$ cat config.mk
export PLATFORM = sky130hd
export DESIGN_NAME = fp_issue_arbiter_flat
export DESIGN_NICKNAME = d
export VERILOG_FILES = /design/src/rtl/fp_issue_arbiter_if.sv /design/src/rtl/fp_issue_arbiter.sv /design/src/flat_wrapper.sv
export SDC_FILE = /design/constraint.sdc
export NUM_CORES = 1
export LEC_CHECK = 0
export CELL_PAD_IN_SITES_DETAIL_PLACEMENT = 1
export CELL_PAD_IN_SITES_GLOBAL_PLACEMENT = 1
export CORE_MARGIN = 10
export CORE_UTILIZATION = 18
export CTS_CLUSTER_SIZE = 16
export DETAILED_ROUTE_END_ITERATION = 7
export GPL_ROUTABILITY_DRIVEN = 0
export PLACE_DENSITY = 0.84
export SYNTH_ARGS = -nofsm -noshare
export SYNTH_HDL_FRONTEND = slang
export SYNTH_SLANG_ARGS = --single-unit
$ cat constraint.sdc
create_clock -name clk -period 2.6 [get_ports clk]
set_input_delay 0.39 -clock clk [delete_from_list [all_inputs] [get_ports clk]]
set_output_delay 0.39 -clock clk [all_outputs]
set_load 0.01 [all_outputs]
$ cat src/rtl/fp_issue_arbiter_if.sv
// Bundle of requester, response and FP-core signals around fp_issue_arbiter.
// The arbiter connects through the slave modport; the requesters and cores connect through the master modport.
interface fp_issue_arbiter_if;
  logic        req0_valid;
  logic [1:0]  req0_op;
  logic [31:0] req0_dataa;
  logic [31:0] req0_datab;
  logic        req0_ready;

  logic        req1_valid;
  logic [1:0]  req1_op;
  logic [31:0] req1_dataa;
  logic [31:0] req1_datab;
  logic        req1_ready;

  logic        rsp_valid;
  logic        rsp_id;
  logic [31:0] rsp_result;

  logic [31:0] addsub_dataa;
  logic [31:0] addsub_datab;
  logic        add_sub;
  logic [31:0] addsub_result;

  logic [31:0] mul_dataa;
  logic [31:0] mul_datab;
  logic [31:0] mul_result;

  logic        busy;

  modport slave (
    input  req0_valid, req0_op, req0_dataa, req0_datab,
    output req0_ready,
    input  req1_valid, req1_op, req1_dataa, req1_datab,
    output req1_ready,
    output rsp_valid, rsp_id, rsp_result,
    output addsub_dataa, addsub_datab, add_sub,
    input  addsub_result,
    output mul_dataa, mul_datab,
    input  mul_result,
    output busy
  );

  modport master (
    output req0_valid, req0_op, req0_dataa, req0_datab,
    input  req0_ready,
    output req1_valid, req1_op, req1_dataa, req1_datab,
    input  req1_ready,
    input  rsp_valid, rsp_id, rsp_result,
    input  addsub_dataa, addsub_datab, add_sub,
    output addsub_result,
    input  mul_dataa, mul_datab,
    output mul_result,
    input  busy
  );
endinterface

$ cat src/rtl/fp_issue_arbiter.sv
// Two-requester round-robin issue arbiter for fixed-latency add/sub and multiply cores.
// A shift pipeline of completion slots ensures at most one result completes per cycle.
module fp_issue_arbiter #(
  parameter int ADD_LATENCY = 7,
  parameter int MUL_LATENCY = 5
) (
  input logic              clk,
  input logic              reset_n,
  fp_issue_arbiter_if.slave bus
);

  typedef enum logic [1:0] {
    KIND_ADDSUB  = 2'd0,
    KIND_MUL     = 2'd1,
    KIND_ILLEGAL = 2'd2
  } kind_e;

  typedef struct packed {
    logic  valid;
    logic  id;
    kind_e kind;
  } slot_t;

  slot_t slot_q [0:ADD_LATENCY];
  slot_t slot_d [0:ADD_LATENCY];
  logic  last_grant_q;
  logic  last_grant_d;

  logic        add_busy;
  logic        mul_busy;
  logic        ill_busy;
  logic        elig0;
  logic        elig1;
  logic        grant0;
  logic        grant1;
  logic        issue;
  logic        sel_id;
  logic [1:0]  sel_op;
  logic [31:0] sel_dataa;
  logic [31:0] sel_datab;

  // An op of latency L lands in slot[L-1], so slot[L] must be free this cycle.
  function automatic logic op_blocked(input logic [1:0] op, input logic a_busy,
                                      input logic m_busy, input logic i_busy);
    case (op)
      2'd0, 2'd1: op_blocked = a_busy;
      2'd2:       op_blocked = m_busy;
      default:    op_blocked = i_busy;
    endcase
  endfunction

  always_comb begin
    add_busy  = slot_q[ADD_LATENCY].valid;
    mul_busy  = slot_q[MUL_LATENCY].valid;
    ill_busy  = slot_q[1].valid;
    elig0     = reset_n && bus.req0_valid &&
                !op_blocked(bus.req0_op, add_busy, mul_busy, ill_busy);
    elig1     = reset_n && bus.req1_valid &&
                !op_blocked(bus.req1_op, add_busy, mul_busy, ill_busy);
    grant0    = elig0 && (!elig1 || last_grant_q);
    grant1    = elig1 && !grant0;
    issue     = grant0 || grant1;
    sel_id    = grant1;
    sel_op    = grant1 ? bus.req1_op    : bus.req0_op;
    sel_dataa = grant1 ? bus.req1_dataa : bus.req0_dataa;
    sel_datab = grant1 ? bus.req1_datab : bus.req0_datab;
  end

  always_comb begin
    for (int k = 0; k < ADD_LATENCY; k++) begin
      slot_d[k] = slot_q[k + 1];
    end
    slot_d[ADD_LATENCY] = '0;
    last_grant_d        = last_grant_q;
    if (issue) begin
      last_grant_d = sel_id;
      case (sel_op)
        2'd0, 2'd1: begin
          slot_d[ADD_LATENCY - 1].valid = 1'b1;
          slot_d[ADD_LATENCY - 1].id    = sel_id;
          slot_d[ADD_LATENCY - 1].kind  = KIND_ADDSUB;
        end
        2'd2: begin
          slot_d[MUL_LATENCY - 1].valid = 1'b1;
          slot_d[MUL_LATENCY - 1].id    = sel_id;
          slot_d[MUL_LATENCY - 1].kind  = KIND_MUL;
        end
        default: begin
          slot_d[0].valid = 1'b1;
          slot_d[0].id    = sel_id;
          slot_d[0].kind  = KIND_ILLEGAL;
        end
      endcase
    end
  end

  // Reset leaves requester 0 preferred by marking requester 1 as last granted.
  always_ff @(posedge clk) begin
    if (!reset_n) begin
      for (int k = 0; k <= ADD_LATENCY; k++) begin
        slot_q[k] <= '0;
      end
      last_grant_q <= 1'b1;
    end else begin
      for (int k = 0; k <= ADD_LATENCY; k++) begin
        slot_q[k] <= slot_d[k];
      end
      last_grant_q <= last_grant_d;
    end
  end

  always_comb begin
    bus.req0_ready   = grant0;
    bus.req1_ready   = grant1;
    bus.addsub_dataa = '0;
    bus.addsub_datab = '0;
    bus.add_sub      = 1'b1;
    bus.mul_dataa    = '0;
    bus.mul_datab    = '0;
    if (issue && (sel_op == 2'd0 || sel_op == 2'd1)) begin
      bus.addsub_dataa = sel_dataa;
      bus.addsub_datab = sel_datab;
      bus.add_sub      = (sel_op == 2'd0);
    end
    if (issue && sel_op == 2'd2) begin
      bus.mul_dataa = sel_dataa;
      bus.mul_datab = sel_datab;
    end
  end

  always_comb begin
    bus.rsp_valid  = slot_q[0].valid;
    bus.rsp_id     = slot_q[0].id;
    bus.rsp_result = '0;
    if (slot_q[0].valid) begin
      case (slot_q[0].kind)
        KIND_ADDSUB: bus.rsp_result = bus.addsub_result;
        KIND_MUL:    bus.rsp_result = bus.mul_result;
        default:     bus.rsp_result = 32'h7FC0_0000;
      endcase
    end
    bus.busy = 1'b0;
    for (int k = 0; k <= ADD_LATENCY; k++) begin
      bus.busy = bus.busy | slot_q[k].valid;
    end
  end

endmodule

$ cat src/flat_wrapper.sv
// flat-port wrapper written by rule: the top's interface ports become plain ports
module fp_issue_arbiter_flat 
#(
  parameter int ADD_LATENCY = 7,
  parameter int MUL_LATENCY = 5
)
  (clk, reset_n, bus_req0_valid, bus_req0_op, bus_req0_dataa, bus_req0_datab, bus_req0_ready, bus_req1_valid, bus_req1_op, bus_req1_dataa, bus_req1_datab, bus_req1_ready, bus_rsp_valid, bus_rsp_id, bus_rsp_result, bus_addsub_dataa, bus_addsub_datab, bus_add_sub, bus_addsub_result, bus_mul_dataa, bus_mul_datab, bus_mul_result, bus_busy);
  fp_issue_arbiter_if bus_i ();
  input logic clk;
  input logic reset_n;
  input wire logic [$bits(bus_i.req0_valid)-1:0] bus_req0_valid;
  input wire logic [$bits(bus_i.req0_op)-1:0] bus_req0_op;
  input wire logic [$bits(bus_i.req0_dataa)-1:0] bus_req0_dataa;
  input wire logic [$bits(bus_i.req0_datab)-1:0] bus_req0_datab;
  output wire logic [$bits(bus_i.req0_ready)-1:0] bus_req0_ready;
  input wire logic [$bits(bus_i.req1_valid)-1:0] bus_req1_valid;
  input wire logic [$bits(bus_i.req1_op)-1:0] bus_req1_op;
  input wire logic [$bits(bus_i.req1_dataa)-1:0] bus_req1_dataa;
  input wire logic [$bits(bus_i.req1_datab)-1:0] bus_req1_datab;
  output wire logic [$bits(bus_i.req1_ready)-1:0] bus_req1_ready;
  output wire logic [$bits(bus_i.rsp_valid)-1:0] bus_rsp_valid;
  output wire logic [$bits(bus_i.rsp_id)-1:0] bus_rsp_id;
  output wire logic [$bits(bus_i.rsp_result)-1:0] bus_rsp_result;
  output wire logic [$bits(bus_i.addsub_dataa)-1:0] bus_addsub_dataa;
  output wire logic [$bits(bus_i.addsub_datab)-1:0] bus_addsub_datab;
  output wire logic [$bits(bus_i.add_sub)-1:0] bus_add_sub;
  input wire logic [$bits(bus_i.addsub_result)-1:0] bus_addsub_result;
  output wire logic [$bits(bus_i.mul_dataa)-1:0] bus_mul_dataa;
  output wire logic [$bits(bus_i.mul_datab)-1:0] bus_mul_datab;
  input wire logic [$bits(bus_i.mul_result)-1:0] bus_mul_result;
  output wire logic [$bits(bus_i.busy)-1:0] bus_busy;
  assign bus_i.req0_valid = bus_req0_valid;
  assign bus_i.req0_op = bus_req0_op;
  assign bus_i.req0_dataa = bus_req0_dataa;
  assign bus_i.req0_datab = bus_req0_datab;
  assign bus_req0_ready = bus_i.req0_ready;
  assign bus_i.req1_valid = bus_req1_valid;
  assign bus_i.req1_op = bus_req1_op;
  assign bus_i.req1_dataa = bus_req1_dataa;
  assign bus_i.req1_datab = bus_req1_datab;
  assign bus_req1_ready = bus_i.req1_ready;
  assign bus_rsp_valid = bus_i.rsp_valid;
  assign bus_rsp_id = bus_i.rsp_id;
  assign bus_rsp_result = bus_i.rsp_result;
  assign bus_addsub_dataa = bus_i.addsub_dataa;
  assign bus_addsub_datab = bus_i.addsub_datab;
  assign bus_add_sub = bus_i.add_sub;
  assign bus_i.addsub_result = bus_addsub_result;
  assign bus_mul_dataa = bus_i.mul_dataa;
  assign bus_mul_datab = bus_i.mul_datab;
  assign bus_i.mul_result = bus_mul_result;
  assign bus_busy = bus_i.busy;
  fp_issue_arbiter #(.ADD_LATENCY(ADD_LATENCY), .MUL_LATENCY(MUL_LATENCY)) u_core (.clk(clk), .reset_n(reset_n), .bus(bus_i));
endmodule
==> results of run 1 <==
-- cell type report --
class                   count  share of cell area, %
repair buffers            438                   56.1
multi-input cells         373                   33.2
flip-flops and latches     21                   5.62
well taps                 225                   3.69
clock buffers               3                  0.984
inverters                   4                  0.262
clock inverters             1                 0.0656
-- cell usage in the layout, fill, tap and decap left out, types with 4 or more instances in the layout --
cell type                         synthesis  final
sky130_fd_sc_hd__a21oi_1                 64     64
sky130_fd_sc_hd__a22o_1                  64     64
sky130_fd_sc_hd__and2_1                  11     11
sky130_fd_sc_hd__buf_12                   0     17
sky130_fd_sc_hd__buf_2                   21     33
sky130_fd_sc_hd__buf_4                    2     49
sky130_fd_sc_hd__bufbuf_16                0      4
sky130_fd_sc_hd__clkbuf_2                 0      8
sky130_fd_sc_hd__clkdlybuf4s15_1          0     15
sky130_fd_sc_hd__clkdlybuf4s50_1          0    229
sky130_fd_sc_hd__dfxtp_1                 21     18
sky130_fd_sc_hd__dlygate4sd2_1            0     76
sky130_fd_sc_hd__mux2_2                   9      9
sky130_fd_sc_hd__mux2i_1                 25     23
sky130_fd_sc_hd__nand2_1                 70     67
sky130_fd_sc_hd__nand3b_1                64     64
sky130_fd_sc_hd__nor2_1                  28     27
sky130_fd_sc_hd__o21a_1                  10     10
-- worst max-delay path by stage --
stage / depth (start not counted) / to
after floorplan: 8 / bus_mul_datab[10]
after global placement: 9 / bus_mul_datab[4]
after detailed placement: 9 / bus_mul_datab[7]
after CTS: 11 / bus_mul_datab[14]
after global routing: 10 / bus_addsub_datab[1]
final: 10 / bus_addsub_datab[14]
-- routing by layer --
| metal | track usage, % | up-vias | share of wire (%) |
|---|---|---|---|
| li1 | - | 2426 | - |
| met1 | 21.3 | 2496 | 37 |
| met2 | 36.7 | 279 | 52 |
| met3 | 5.42 | 38 | 8.6 |
| met4 | 5.49 | 0 | 2.7 |
| met5 | 0 | - | 0 |
-- worst max-delay path, cell delays in order --
cell,delay [ns]
sky130_fd_sc_hd__clkdlybuf4s15_2,0.22
sky130_fd_sc_hd__mux2i_4,0.27
sky130_fd_sc_hd__o211ai_2,0.15
sky130_fd_sc_hd__nand2_4,0.12
sky130_fd_sc_hd__nor2_4,0.05
sky130_fd_sc_hd__buf_4,0.12
sky130_fd_sc_hd__bufbuf_16,0.26
sky130_fd_sc_hd__buf_4,0.13
sky130_fd_sc_hd__a22o_1,0.16
sky130_fd_sc_hd__dlygate4sd2_1,0.29
-- cell families (layout without fill, tap and decap cells) --
logic type	after synthesis	count (layout)	synth area share, %
simple gates	184	184	30.8
compound gates	155	155	34.6
buf+inv	57	446	10.6
mux	34	34	11.0
flops	21	21	13.1
-- repair_timing --
item,in CTS,in global routing
hold buffers,0,0
hold endpoints to repair,0,0
setup buffers,12,5
resized for setup,265,31
pin swaps,6,3
cloned,7,0
setup endpoints to repair,130,73
-- power by group through the flow --
stage | combinational (mW) | clock (mW) | sequential [mW]
floorplan | 0.350 | 0 | 0.346
global placement | 1.04 | 0 | 0.349
detailed placement | 1.05 | 0 | 0.350
CTS | 1.08 | 0.328 | 0.344
global route | 1.16 | 0.346 | 0.345
finish | 1.08 | 0.326 | 0.344
-- registers in the layout, indices dropped and copies added (netlist names) --
name and cells:
u_core.slot_q 20, u_core.last_grant_q 1
-- cell usage after synthesis, types with 9 or more instances --
cell / n / area [sq um]
sky130_fd_sc_hd__nand2_1: 70 / 263
sky130_fd_sc_hd__mux2_2: 9 / 101
sky130_fd_sc_hd__mux2i_1: 25 / 250
sky130_fd_sc_hd__clkbuf_1: 17 / 63.8
sky130_fd_sc_hd__dfxtp_1: 21 / 420
sky130_fd_sc_hd__a22o_1: 64 / 561
sky130_fd_sc_hd__buf_6: 12 / 135
sky130_fd_sc_hd__nor2_1: 28 / 105
sky130_fd_sc_hd__o21a_1: 10 / 75.1
sky130_fd_sc_hd__buf_2: 21 / 105
sky130_fd_sc_hd__a21oi_1: 64 / 320
sky130_fd_sc_hd__and2_1: 11 / 68.8
sky130_fd_sc_hd__nand3b_1: 64 / 480
==> impl_results.html, run 1 <==
<table>
<tr><th>Metric</th><th>Value</th></tr>
<tr><th colspan="2">Outcome</th></tr>
<tr><td>Result of the run</td><td>completed</td></tr>
<tr><th colspan="2">Clock tree</th></tr>
<tr><td>CTS tree</td><td>done</td></tr>
<tr><td>Clock tree root buffer cell</td><td>sky130_fd_sc_hd__clkbuf_16</td></tr>
<tr><td>Worst-path clk slew</td><td>about 0.06 ns</td></tr>
<tr><td>Clock insertion delay at the later pin of the skew report</td><td>0.25 ns</td></tr>
<tr><td>Deepest level of the CTS H-tree</td><td>1</td></tr>
<tr><td>Deepest clock path buffer count</td><td>2</td></tr>
<tr><td>Total CTS buffers</td><td>3</td></tr>
<tr><td>Clock Sink Count</td><td>21</td></tr>
<tr><th colspan="2">STA</th></tr>
<tr><td>Max-slew headroom at the worst pin</td><td>56.5%</td></tr>
<tr><td>Number of failing setup endpoints in the final timing report</td><td>0</td></tr>
<tr><td>Minimum clock period</td><td>2.58 ns</td></tr>
<tr><td>Worst hold slack</td><td>0.420 ns</td></tr>
<tr><td>Max Fclk</td><td>~0.39 GHz</td></tr>
<tr><td>Max-slew violation count</td><td>0</td></tr>
<tr><td>Final hold violations</td><td>0</td></tr>
<tr><td>Slew at the pin closest to its max-slew limit</td><td>0.652 ns</td></tr>
<tr><td>Period Utilization, post-route</td><td>99.1%</td></tr>
<tr><td>Final TNS setup</td><td>0 ns</td></tr>
<tr><td>Clock Skew</td><td>~0.0012 ns</td></tr>
<tr><td>Final WS setup</td><td>between 0.02 and 0.025 ns</td></tr>
<tr><th colspan="2">Placement</th></tr>
<tr><td>Cells after DPL</td><td>1037</td></tr>
<tr><td>Worst setup timing slack at the placement stage</td><td>-0.524 ns</td></tr>
<tr><td>Port Buf Inserts</td><td>365</td></tr>
<tr><td>Final HPWL DP</td><td>between 15000 and 20000 um</td></tr>
<tr><td>Placement-stage cell area</td><td>7350 sq um</td></tr>
<tr><th colspan="2">Route</th></tr>
<tr><td>Wire per inst</td><td>23.8 um</td></tr>
<tr><td>Violation count after the first detailed-routing iteration</td><td>around 180</td></tr>
<tr><td>Total length of routed wires</td><td>25300 um</td></tr>
<tr><td>Residual antenna-violating net count after detailed routing</td><td>0</td></tr>
<tr><td>Drt via density</td><td>slightly below 5</td></tr>
<tr><td>DRC</td><td>0</td></tr>
<tr><td>Vias after detailed routing</td><td>5239</td></tr>
<tr><td>First-pass iteration count of the detailed router</td><td>6</td></tr>
<tr><th colspan="2">Die</th></tr>
<tr><td>Top-level port count</td><td>366</td></tr>
<tr><td>Initial standard-cell utilization of the core</td><td>18.4%</td></tr>
<tr><td>Core region area</td><td>17400 sq um</td></tr>
<tr><td>Die Footprint</td><td>23500 sq um</td></tr>
<tr><td>Die X-Extent</td><td>between 150 and 200 um</td></tr>
<tr><td>Placement row count</td><td>between 40 and 50</td></tr>
<tr><td>Chip height</td><td>153 um</td></tr>
<tr><th colspan="2">Layout</th></tr>
<tr><td>Final standard cell area without fillers</td><td>7630 sq um</td></tr>
<tr><td>Antenna diode instance count</td><td>0</td></tr>
<tr><td>Post-route core utilization</td><td>44.0%</td></tr>
<tr><td>Non-Filler Instances</td><td>between 1000 and 1500</td></tr>
<tr><td>Combined area of the multi-input logic cells</td><td>2540 sq um</td></tr>
<tr><td>Number of nets in the layout</td><td>1041</td></tr>
<tr><td>Synth-to-layout area growth</td><td>138%</td></tr>
<tr><td>Fill cell instance count of the final layout</td><td>2087</td></tr>
<tr><td>Fraction of layout instances using a drive strength above 1</td><td>18.1%</td></tr>
<tr><td>Area occupied by registers</td><td>429 sq um</td></tr>
<tr><th colspan="2">Power and ir drop</th></tr>
<tr><td>Sequential fraction of design power</td><td>between 15 and 20%</td></tr>
<tr><td>Total power per unit cell area</td><td>230 nW/um^2</td></tr>
<tr><td>Switching part of the total</td><td>33.4%</td></tr>
<tr><td>Switching power summed over all nets</td><td>just under 0.6 mW</td></tr>
<tr><td>P_int</td><td>1.17 mW</td></tr>
<tr><td>Fraction of power consumed by the clock network</td><td>18.6%</td></tr>
<tr><td>Lkg Pwr</td><td>roughly 3.4 nW</td></tr>
<tr><td>Power consumption</td><td>1.75 mW</td></tr>
<tr><td>Combinational share of power</td><td>about 60%</td></tr>
<tr><td>Worst voltage drop across the vdd grid</td><td>around 160 uV</td></tr>
<tr><th colspan="2">Worst setup path</th></tr>
<tr><td>Capturing element type of the critical path</td><td>primary output</td></tr>
<tr><td>Reg2Reg Capture Point</td><td>u_core.slot_q[0][2]$_SDFF_PN0_</td></tr>
<tr><td>CP arrival</td><td>between 2 and 2.5 ns</td></tr>
<tr><td>First element of the critical path</td><td>bus_req0_op[0]</td></tr>
<tr><td>Maximum fanout encountered on the critical timing path</td><td>5</td></tr>
<tr><td>Classification of the worst setup path</td><td>input port to primary output</td></tr>
<tr><td>Worst Path Required</td><td>2.21 ns</td></tr>
<tr><td>Cell depth of the worst flop-to-flop path</td><td>9</td></tr>
<tr><td>Startpoint types</td><td>input port</td></tr>
<tr><td>Launch point of the worst reg-to-reg path</td><td>u_core.last_grant_q$_SDFFE_PN1N_</td></tr>
<tr><td>Register-to-register setup slack</td><td>0.80 ns</td></tr>
<tr><th colspan="2">Yosys</th></tr>
<tr><td>Avg Synthesized Cell Area</td><td>approximately 7.1 sq um</td></tr>
<tr><td>Number of warnings reported in the yosys synthesis log</td><td>0</td></tr>
<tr><td>Post-synthesis cell type count</td><td>39</td></tr>
<tr><td>Cell Area, Synth</td><td>3200 sq um</td></tr>
<tr><td>Total nets after synthesis</td><td>651</td></tr>
<tr><td>Number of enable flip-flop cells after synthesis</td><td>0</td></tr>
<tr><td>Top flip-flop cell by instance count after synthesis</td><td>sky130_fd_sc_hd__dfxtp_1</td></tr>
<tr><td>Share of async-settable or async-resettable flops after synthesis</td><td>0%</td></tr>
<tr><td>Synthesized flop and latch total</td><td>21</td></tr>
<tr><td>Sequential element share of the synthesized area</td><td>13.1%</td></tr>
<tr><td>Gate Count Post-Synth</td><td>451</td></tr>
<tr><th colspan="2">Global routing</th></tr>
<tr><td>Maximum number of pins on one net before global-route repair</td><td>71</td></tr>
<tr><td>Global-route congestion overflow total</td><td>0</td></tr>
<tr><td>Number of antenna violations at the first check in global routing</td><td>0</td></tr>
<tr><td>Global router's overall resource usage</td><td>19.7%</td></tr>
<tr><td>Number of global-route vias before repair</td><td>5781</td></tr>
<tr><td>Global-route wire length before repair</td><td>36900 um</td></tr>
<tr><th colspan="2">Job</th></tr>
<tr><td>Max-capacitance violation count</td><td>0</td></tr>
<tr><th colspan="2">Min path</th></tr>
<tr><td>Number of cells on the worst hold path</td><td>2</td></tr>
<tr><td>Worst min-delay path category</td><td>flop to flop</td></tr>
<tr><td>Worst min-delay path startpoint</td><td>u_core.slot_q[1][0]$_SDFF_PN0_</td></tr>
<tr><td>Hold Path End</td><td>u_core.slot_q[0][0]$_SDFF_PN0_</td></tr>
</table>
(Power assumes the default switching activity.)
==> run 2, diff against run 1 <==
Settings changed: ABC_CLOCK_PERIOD_IN_PS from default to 2600, REMOVE_ABC_BUFFERS from default to 1.
==> run 2 against run 1 <==
Compared with the run above: clock-buffer cell count is the same; die area is the same; first-iteration DRC count grew 17%; setup slack gained 0.059 ns; via count shrank 0.74%; routed wire length shrank 1.5%; sequential share of layout area grew 0.096 points; utilization shrank 0.87 points; non-clock buffer count shrank 7; cell count shrank 0.19%; critical path depth shrank 1; largest cell class unchanged.
==> impl_results.html, run 2 (synthesized netlist as in run 1, its figures left out) <==
<table>
<tr><th>Metric</th><th>Value</th></tr>
<tr><th colspan="2">Clock tree</th></tr>
<tr><td># hold bufs at CTS</td><td>0</td></tr>
<tr><td>Total CTS buffers</td><td>3</td></tr>
<tr><td>Deepest level of the CTS H-tree</td><td>1</td></tr>
<tr><td>CTS tree</td><td>done</td></tr>
<tr><td>Deepest clock path buffer count</td><td>2</td></tr>
<tr><td>Worst-path clk slew</td><td>0.06 ns</td></tr>
<tr><td>Clock insertion delay at the later pin of the skew report</td><td>0.25 ns</td></tr>
<tr><td>Clock Sink Count</td><td>21</td></tr>
<tr><td>Clock tree root buffer cell</td><td>sky130_fd_sc_hd__clkbuf_16</td></tr>
<tr><th colspan="2">Layout</th></tr>
<tr><td>Synth-to-layout area growth</td><td>134%</td></tr>
<tr><td>Top library cells by usage in the layout, fill and taps aside</td><td>sky130_fd_sc_hd__clkdlybuf4s50_1, sky130_fd_sc_hd__nand2_1, sky130_fd_sc_hd__nand3b_1, sky130_fd_sc_hd__a22o_1, sky130_fd_sc_hd__dlygate4sd2_1</td></tr>
<tr><td>Biggest register</td><td>u_core.slot_q</td></tr>
<tr><td>Area occupied by registers</td><td>428 sq um</td></tr>
<tr><td>Fill cell instance count of the final layout</td><td>2107</td></tr>
<tr><td>Number of nets in the layout</td><td>1035</td></tr>
<tr><td>Number of flip-flops in the largest register</td><td>20</td></tr>
<tr><td>Post-route core utilization</td><td>43.1%</td></tr>
<tr><td>Largest regs</td><td>u_core.slot_q (20), u_core.last_grant_q (1)</td></tr>
<tr><td>Most common cell after layout, fill and taps aside</td><td>sky130_fd_sc_hd__clkdlybuf4s50_1</td></tr>
<tr><td>Combined area of the multi-input logic cells</td><td>between 2000 and 3000 sq um</td></tr>
<tr><td>Final standard cell area without fillers</td><td>7480 sq um</td></tr>
<tr><td>Fraction of layout instances using a drive strength above 1</td><td>21.6%</td></tr>
<tr><th colspan="2">Die</th></tr>
<tr><td>Die Footprint</td><td>23500 sq um</td></tr>
<tr><td>Chip height</td><td>between 150 and 200 um</td></tr>
<tr><td>Die X-Extent</td><td>about 150 um</td></tr>
<tr><td>Initial standard-cell utilization of the core</td><td>18.4%</td></tr>
<tr><td>Core region area</td><td>17400 sq um</td></tr>
<tr><td>Placement row count</td><td>48</td></tr>
<tr><td>Top-level port count</td><td>366</td></tr>
<tr><th colspan="2">Route</th></tr>
<tr><td>Drt via density</td><td>4.89</td></tr>
<tr><td>Residual antenna-violating net count after detailed routing</td><td>0</td></tr>
<tr><td>Vias after detailed routing</td><td>5200</td></tr>
<tr><td>Total length of routed wires</td><td>roughly 25000 um</td></tr>
<tr><td>DRC</td><td>0</td></tr>
<tr><td>Violation count after the first detailed-routing iteration</td><td>slightly above 200</td></tr>
<tr><td>Wire per inst</td><td>23.5 um</td></tr>
<tr><td>First-pass iteration count of the detailed router</td><td>5</td></tr>
<tr><th colspan="2">Min path</th></tr>
<tr><td>Number of cells on the worst hold path</td><td>2</td></tr>
<tr><td>Worst min-delay path category</td><td>flop to flop</td></tr>
<tr><td>Hold Path End</td><td>u_core.slot_q[0][0]$_SDFF_PN0_</td></tr>
<tr><td>Worst min-delay path startpoint</td><td>u_core.slot_q[1][0]$_SDFF_PN0_</td></tr>
<tr><th colspan="2">Outcome</th></tr>
<tr><td>Result of the run</td><td>completed</td></tr>
<tr><th colspan="2">STA</th></tr>
<tr><td>Max Fclk</td><td>just under 0.4 GHz</td></tr>
<tr><td>Period Utilization, post-route</td><td>96.9%</td></tr>
<tr><td>Slew at the pin closest to its max-slew limit</td><td>0.649 ns</td></tr>
<tr><td>Max-slew violation count</td><td>0</td></tr>
<tr><td>Clock Skew</td><td>around 0.0019 ns</td></tr>
<tr><td>Number of failing setup endpoints in the final timing report</td><td>0</td></tr>
<tr><td>Max-slew headroom at the worst pin</td><td>56.8%</td></tr>
<tr><td>Final hold violations</td><td>0</td></tr>
<tr><td>Minimum clock period</td><td>2.52 ns</td></tr>
<tr><td>Unrepaired setup endpoints after global routing</td><td>yes</td></tr>
<tr><th colspan="2">Worst setup path</th></tr>
<tr><td>WP buf/inv</td><td>4</td></tr>
<tr><td>Maximum fanout encountered on the critical timing path</td><td>13</td></tr>
<tr><td>CP peak stage delay</td><td>around 0.37 ns</td></tr>
<tr><td>Worst Path Required</td><td>2.21 ns</td></tr>
<tr><td>Classification of the worst setup path</td><td>flop to primary output</td></tr>
<tr><td>Most prevalent standard cell on the critical path</td><td>sky130_fd_sc_hd__buf_4</td></tr>
<tr><td>Startpoint types</td><td>flop</td></tr>
<tr><td>Reg2Reg Capture Point</td><td>u_core.slot_q[0][0]$_SDFF_PN0_</td></tr>
<tr><td>Capturing element type of the critical path</td><td>primary output</td></tr>
<tr><td>Launch point of the worst reg-to-reg path</td><td>u_core.slot_q[5][3]$_SDFF_PN0_</td></tr>
<tr><td>Register-to-register setup slack</td><td>0.78 ns</td></tr>
<tr><td>Cell depth of the worst flop-to-flop path</td><td>8</td></tr>
<tr><td>Cell at the slowest stage of the critical path</td><td>sky130_fd_sc_hd__dfxtp_4</td></tr>
<tr><td>Delay-heaviest family, CP</td><td>buffers and inverters</td></tr>
<tr><td>CP arrival</td><td>2.13 ns</td></tr>
<tr><td>Cells traversed along the worst timing path</td><td>mux2i_2 -&gt; buf_4 -&gt; o22a_2 -&gt; buf_4 -&gt; o21ai_4 -&gt; nand2_8 -&gt; buf_12 -&gt; a21oi_1 -&gt; dlygate4sd2_1</td></tr>
<tr><th colspan="2">Job</th></tr>
<tr><td>Max-capacitance violation count</td><td>0</td></tr>
<tr><th colspan="2">Power and ir drop</th></tr>
<tr><td>Lkg Pwr</td><td>3.26 nW</td></tr>
<tr><td>Total power per unit cell area</td><td>229 nW/um^2</td></tr>
<tr><td>Worst voltage drop across the vdd grid</td><td>242 uV</td></tr>
<tr><th colspan="2">Placement</th></tr>
<tr><td>Port Buf Inserts</td><td>365</td></tr>
<tr><td>Placement-stage cell area</td><td>7390 sq um</td></tr>
<tr><td>Final HPWL DP</td><td>20100 um</td></tr>
<tr><th colspan="2">Global routing</th></tr>
<tr><td>Global-route wire length before repair</td><td>36400 um</td></tr>
<tr><td>Number of global-route vias before repair</td><td>5714</td></tr>
<tr><td>Number of antenna violations at the first check in global routing</td><td>4</td></tr>
<tr><td>Maximum number of pins on one net before global-route repair</td><td>just over 70</td></tr>
<tr><td>Global router's overall resource usage</td><td>19.4%</td></tr>
<tr><td>Global-route congestion overflow total</td><td>0</td></tr>
</table>
==> run 2: per-stage QoR <==
step | worst slack [ns] | instances | setup TNS, ns | power, mW | hold WS (ns)
floorplan | -1.07 | 398 | -73.21 | 0.650 | 0.402
global placement | -0.685 | 1044 | -58.57 | 1.39 | 0.410
detailed placement | -0.673 | 1044 | -56.50 | 1.40 | 0.417
CTS | -0.0640 | 1056 | -1.01 | 1.70 | 0.425
global route | -0.00493 | 1063 | -0.00935 | 1.81 | 0.459
finish | 0.0812 | 1063 | 0 | 1.72 | 0.419
==> run 2: where the power goes <==
| part | switching [mW] | internal [mW] | leakage (nW) | total (mW) |
|---|---|---|---|---|
| logic | 0.451 | 0.601 | 3.05 | 1.05 |
| clock network | 0.115 | 0.206 | 0.0409 | 0.321 |
| registers | 0.0102 | 0.333 | 0.172 | 0.343 |
==> run 2: final cells by class <==
| cell class | instances | area share, % |
|---|---|---|
| Timing Repair Buffer | 431 | 54.3 |
| Multi-Input combinational cell | 373 | 34.5 |
| Sequential cell | 21 | 5.72 |
| Tap cell | 225 | 3.76 |
| Clock buffer | 3 | 1.00 |
| Inverter | 4 | 0.368 |
| Antenna cell | 4 | 0.134 |
| Timing Repair inverter | 1 | 0.117 |
| Clock inverter | 1 | 0.0669 |
==> run 2: layer usage <==
metal,track usage (%),routed length (um),up-vias
met1,21.2,9700,2477
met3,7.66,2540,22
met2,34.5,12300,288
met4,3.96,376,0
li1,-,-,2413
met5,0,0,-
==> run 2: how the worst max path moves through the flow <==
stage	cells after the start	slack, ns	start	end
2_1_floorplan	4	-1.07	bus_req1_op[0]	bus_add_sub
3_5_place_dp	9	-0.67	bus_req0_op[0]	bus_mul_datab[7]
5_1_grt	9	-0.005	u_core.slot_q[1][3]$_SDFF_PN0_	bus_mul_dataa[25]
3_3_place_gp	9	-0.68	bus_req0_op[0]	bus_mul_datab[7]
4_1_cts	10	-0.06	bus_req0_op[1]	bus_mul_datab[6]
6_report	9	0.08	u_core.slot_q[1][3]$_SDFF_PN0_	bus_mul_datab[27]
==> run 2: repair_timing <==
action | in CTS | in global routing
pin swaps | 5 | 6
setup endpoints to repair | 130 | 91
cloned | 2 | 2
gates resized for setup | 273 | 95
buffers inserted | 6 | 1
==> run 2: worst min-delay path, cell delays in order (launching register included) <==
cell and delay, ns:
sky130_fd_sc_hd__dfxtp_1 0.29, sky130_fd_sc_hd__nand2_1 0.05, sky130_fd_sc_hd__nor2_1 0.03
